### src/rtl/spi_master_arbiter.sv
// spi_master_arbiter: round-robin arbiter that shares one spi_master_ss core
// among NUM_REQ requesters. Each requester has its own arm/data handshake.
// The arbiter grants the core to one requester at a time, forwards that
// requester's word and arm, and routes the core's finished flag back to it.
//
// Optional feature: define SPI_MASTER_ARBITER_TIMEOUT_EN to build a DONE-state
// release timer. When TIMEOUT_CYCLES cycles pass in DONE, the arbiter forces
// the grant away from the requester and pulses `timeout`. Without the macro,
// `timeout` is tied low and DONE waits indefinitely.
module spi_master_arbiter #(
  parameter int NUM_REQ        = 2,
  parameter int REQ_LEN        = 1,
  parameter int WID            = 24,
  parameter int TIMEOUT_LEN    = 16,
  parameter int TIMEOUT_CYCLES = 50000
) (
  input  logic                   clk,
  input  logic                   rst_L,
  input  logic [NUM_REQ-1:0]     req_arm,
  input  logic [NUM_REQ*WID-1:0] req_to_slave,
  output logic [NUM_REQ-1:0]     req_finished,
  output logic [NUM_REQ-1:0]     grant,
  output logic [WID-1:0]         from_slave,
  output logic                   spi_arm,
  output logic [WID-1:0]         spi_to_slave,
  input  logic [WID-1:0]         spi_from_slave,
  input  logic                   spi_finished,
  input  logic                   spi_ready_to_arm,
  output logic                   timeout
);

  typedef enum logic [1:0] {
    S_IDLE,
    S_BUSY,
    S_DONE,
    S_DRAIN
  } state_t;

  state_t               state_q, state_d;
  logic [REQ_LEN-1:0]   last_q, last_d;
  logic [REQ_LEN-1:0]   gidx_q, gidx_d;
  logic [NUM_REQ-1:0]   grant_d;
  logic                 arm_d;
  logic [WID-1:0]       tx_d;

  logic [NUM_REQ-1:0]   eligible;
  logic                 sel_found;
  logic [REQ_LEN-1:0]   sel_idx;
  logic [WID-1:0]       sel_word;

`ifdef SPI_MASTER_ARBITER_TIMEOUT_EN
  logic [TIMEOUT_LEN-1:0] cnt_q, cnt_d;
  logic [NUM_REQ-1:0]     blocked_q, blocked_d;
  logic                   timeout_d;

  // A requester that timed out stays out of arbitration until it drops arm
  assign eligible = req_arm & ~blocked_q;
`else
  assign eligible = req_arm;
  assign timeout  = 1'b0;
`endif

  // Core results pass straight through; only the grantee sees finished
  assign from_slave   = spi_from_slave;
  assign req_finished = grant & {NUM_REQ{spi_finished}};

  // Round-robin pick: first eligible requester searching upward from last+1
  always_comb begin
    int unsigned cand;
    sel_found = 1'b0;
    sel_idx   = '0;
    sel_word  = '0;
    cand      = 0;
    for (int unsigned k = 1; k <= NUM_REQ; k++) begin
      cand = {{(32-REQ_LEN){1'b0}}, last_q} + k;
      if (cand >= NUM_REQ) begin
        cand = cand - NUM_REQ;
      end
      if (!sel_found && eligible[REQ_LEN'(cand)]) begin
        sel_found = 1'b1;
        sel_idx   = REQ_LEN'(cand);
        sel_word  = req_to_slave[cand*WID +: WID];
      end
    end
  end

  // Next-state and registered-output logic for the grant FSM
  always_comb begin
    state_d = state_q;
    grant_d = grant;
    arm_d   = spi_arm;
    tx_d    = spi_to_slave;
    last_d  = last_q;
    gidx_d  = gidx_q;
`ifdef SPI_MASTER_ARBITER_TIMEOUT_EN
    cnt_d     = cnt_q;
    blocked_d = blocked_q & req_arm;
    timeout_d = 1'b0;
`endif
    case (state_q)
      S_IDLE: begin
        if (spi_ready_to_arm && sel_found) begin
          grant_d          = '0;
          grant_d[sel_idx] = 1'b1;
          tx_d             = sel_word;
          arm_d            = 1'b1;
          gidx_d           = sel_idx;
          state_d          = S_BUSY;
        end
      end
      S_BUSY: begin
        if (spi_finished) begin
          state_d = S_DONE;
`ifdef SPI_MASTER_ARBITER_TIMEOUT_EN
          cnt_d   = '0;
`endif
        end else if (!req_arm[gidx_q]) begin
          arm_d   = 1'b0;
          state_d = S_DRAIN;
        end
      end
      S_DONE: begin
        // arm stays high here so the core keeps finished/from_slave stable
        if (!req_arm[gidx_q]) begin
          arm_d   = 1'b0;
          state_d = S_DRAIN;
        end
`ifdef SPI_MASTER_ARBITER_TIMEOUT_EN
        else if (cnt_q == TIMEOUT_LEN'(TIMEOUT_CYCLES - 1)) begin
          arm_d             = 1'b0;
          state_d           = S_DRAIN;
          timeout_d         = 1'b1;
          blocked_d[gidx_q] = 1'b1;
        end else begin
          cnt_d = cnt_q + 1'b1;
        end
`endif
      end
      S_DRAIN: begin
        if (spi_ready_to_arm) begin
          grant_d = '0;
          last_d  = gidx_q;
          state_d = S_IDLE;
        end
      end
      default: begin
        state_d = S_IDLE;
      end
    endcase
  end

  // State and output registers; reset leaves requester 0 at top priority
  always_ff @(posedge clk or negedge rst_L) begin
    if (!rst_L) begin
      state_q      <= S_IDLE;
      grant        <= '0;
      spi_arm      <= 1'b0;
      spi_to_slave <= '0;
      last_q       <= REQ_LEN'(NUM_REQ - 1);
      gidx_q       <= '0;
    end else begin
      state_q      <= state_d;
      grant        <= grant_d;
      spi_arm      <= arm_d;
      spi_to_slave <= tx_d;
      last_q       <= last_d;
      gidx_q       <= gidx_d;
    end
  end

`ifdef SPI_MASTER_ARBITER_TIMEOUT_EN
  // Release-timer, per-requester block mask and timeout pulse
  always_ff @(posedge clk or negedge rst_L) begin
    if (!rst_L) begin
      cnt_q     <= '0;
      blocked_q <= '0;
      timeout   <= 1'b0;
    end else begin
      cnt_q     <= cnt_d;
      blocked_q <= blocked_d;
      timeout   <= timeout_d;
    end
  end
`endif

endmodule

### config.mk
export PLATFORM = sky130hd
export DESIGN_NAME = spi_master_arbiter
export DESIGN_NICKNAME = d
export VERILOG_FILES = /design/src/rtl/spi_master_arbiter.sv
export SDC_FILE = /design/constraint.sdc
export NUM_CORES = 1
export LEC_CHECK = 0
export CORE_MARGIN = 2
export CORE_UTILIZATION = 35
export CTS_BUF_LIST = sky130_fd_sc_hd__clkbuf_16
export DETAILED_ROUTE_END_ITERATION = 7
export PLACE_DENSITY = 0.82
export SETUP_SLACK_MARGIN = 0.1
export SYNTH_ARGS = -nofsm -noshare
export SYNTH_HDL_FRONTEND = slang
export SYNTH_SLANG_ARGS = --single-unit
### constraint.sdc
create_clock -name clk -period 2.3 [get_ports clk]
set_input_delay 0.23 -clock clk [delete_from_list [all_inputs] [get_ports clk]]
set_output_delay 0.23 -clock clk [all_outputs]
set_load 0.01 [all_outputs]
==> results.yml <==
outcome:
  status: "completed"
placement:
  dp_cells: 298
  gp_congestion: 0.745
  place_ws_ps: 514
  place_area_mm2: 0.00248
  portBuffers: 82
  dp_hpwl_um: 3340
grt:
  antenna_found_initial: 0
  grt_overflow: 0
  track_usage_pct: 16.8
  grt_max_degree: 32
  grt_pass1_vias: 1552
  grt_pass1_wl_um: 7180
synthesis:
  post_synth_num_cell_types: 33
  synth_area_leader_cell: "dfrtp_1"
  synth_cells: 180
  synth_nets: 263
  synth_top_area_share_pct: 42.4
  synth.cell_area_mm2: 0.00177
  yosys-top-cells-area: "dfrtp_1 (42%), a32oi_1 (12%), buf_4 (11%), o21ai_1 (6.8%), nand2_1 (5.5%)"
  yosysSeqAreaShare_pct: 43.9
  syn_area_per_cell_um2: 9.83
  synth.ff_latch_count: 31
  ys_warn_count: 0
sta:
  rsz0062_at_grt: "false"
  fin_crit_ps: 1690
  setup_ws_ps: 606
  setup_violations: 0
  period_share_pct: 73.6
  fin_skew_ps: 3.98
  hold_viol: 0
  setup_tns_ps: 0
  fmax_mhz: 590
  whs_ps: 365
  drv_slew: 0
routing:
  drc: 0
  wl_per_cell_um: 14.9
  viasPerCell: 5.02
  drt_iter0_markers: 71
  drt-total-wl_um: 4560
  dr.pass1.iters: 4
  vias: 1536
  detail-route-antenna-nets: 0
clock_tree:
  clockBufferDepth: 2
  cts_buffers: 5
  cts_htree_levels: 2
  cts-resized-gates: 0
  clk_latency_ps: 270
  cts-root-buf: "clkbuf_16"
  cts_hold_buffers: 0
  cts.clk_slew.worst_paths_ps: 50
  post-cts-setup-buffers: 0
  cts_sinks: 31
  cts_tree: "built"
layout:
  nets: 321
  area_growth_pct: 47.8
  antenna_cells: 0
  final_core_util_pct: 54.6
  fin_area_mm2: 0.00262
  post_layout_nonfiller_instances: 306
  drive_above_1_share_pct: 7.11
  layout_common_cells: "clkdlybuf4s50_1 (82), dfrtp_1 (30), nand2_1 (26)"
  fillers: 427
  layout_commonest_cell: "clkdlybuf4s50_1"
worst_setup_path:
  cp.arrival_ps: 1850
  r2r_slack_ps: 610
  end_kind: "register"
  critPathLaunchType: "register"
  critPathKind: "reg2reg"
  crit_fanout: 5
  crit_required_ps: 2450
flow_run:
  maxCapViolCount: 0
die:
  die_height_um: 75.1
  fp.dieArea_mm2: 0.00564
  rows: 25
  start_util_pct: 37.0
  core_area_mm2: 0.00479
  io_pins: 132
  dieWidth_um: 75.1
power:
  power_leakage_nw: 1.07
  finalPower_mw: 2.95
  vdd_ir_drop_max_mv: 0.725
  power_density_mw_per_mm2: 1130
worst_hold_path:
  hp-class: "in2async"
==> synthesized netlist by cell type <==
library cell / count
dfrtp_1: 30
buf_4: 27
nand2_1: 26
a32oi_1: 25
o21ai_1: 24
clkbuf_1: 6
ha_1: 5
buf_2: 4
inv_1: 4
and2_1: 2
nor2_1: 2
nor3b_1: 2
o211ai_1: 2
o2bb2ai_1: 2
a211o_1: 1
a211oi_1: 1
a21boi_4: 1
a21oi_1: 1
a2bb2oi_1: 1
buf_6: 1
conb_1: 1
dfstp_2: 1
mux2_1: 1
mux2_2: 1
mux2i_1: 1
nand2b_1: 1
o211ai_2: 1
o21a_1: 1
o21ai_0: 1
o21bai_1: 1
o22a_1: 1
o311a_1: 1
or3b_4: 1
==> cell type report <==
cell class              count  area, um^2  share of cell area, %
repair buffers             89         873                   33.4
flip-flops and latches     31         777                   29.7
multi-input cells         107         729                   27.9
clock buffers               5         125                   4.78
well taps                  67        83.8                   3.21
inverters                   4        15.0                  0.574
clock inverters             3        11.3                  0.431
==> per-layer routing <==
| metal | GRT usage (%) | wire length, um |
|---|---|---|
| met1 | 19.9 | 1930 |
| met2 | 28.1 | 2130 |
| met3 | 5.76 | 417 |
| met4 | 6.15 | 78 |
| met5 | 0 | 0 |
==> path summary, 6_finish.rpt <==
path / startpoint / cells past startpoint / to
max: state_q[0] / 5 / state_q[1]
max in group asynchronous: rst_L / 2 / last_q
min reg2reg: spi_to_slave[16] / 2 / spi_to_slave[16]
min in group clk: spi_from_slave[16] / 0 / from_slave[16]
min: rst_L / 2 / spi_to_slave[15]
max reg2reg: state_q[0] / 5 / state_q[1]
==> flip-flops by register name, summed over array words and instances (netlist names) <==
signal	count
gidx_q	1
grant	2
last_q	1
spi_arm	1
spi_to_slave	24
state_q	2
==> power breakdown <==
group	switching, mW	total [mW]	internal [mW]
Clock	0.213	0.601	0.388
Combinational	0.626	1.38	0.756
Sequential	0.152	0.965	0.813
==> kinds of logic after synthesis <==
family	share of synthesized area, %
AOI/OAI and AO/OA	26.7
buffers and inverters	15.3
and+or+nand+nor	8.49
DFF	43.9
adders and majority gates	3.54
muxes	1.84
other	0.212
==> critical path, stage by stage (launching register included) <==
cell,delay [ps]
dfrtp_1,400
inv_1,130
ha_1,300
or3b_4,430
o311a_1,120
o22a_1,200
Note: power is estimated with default switching activity, not from simulation.
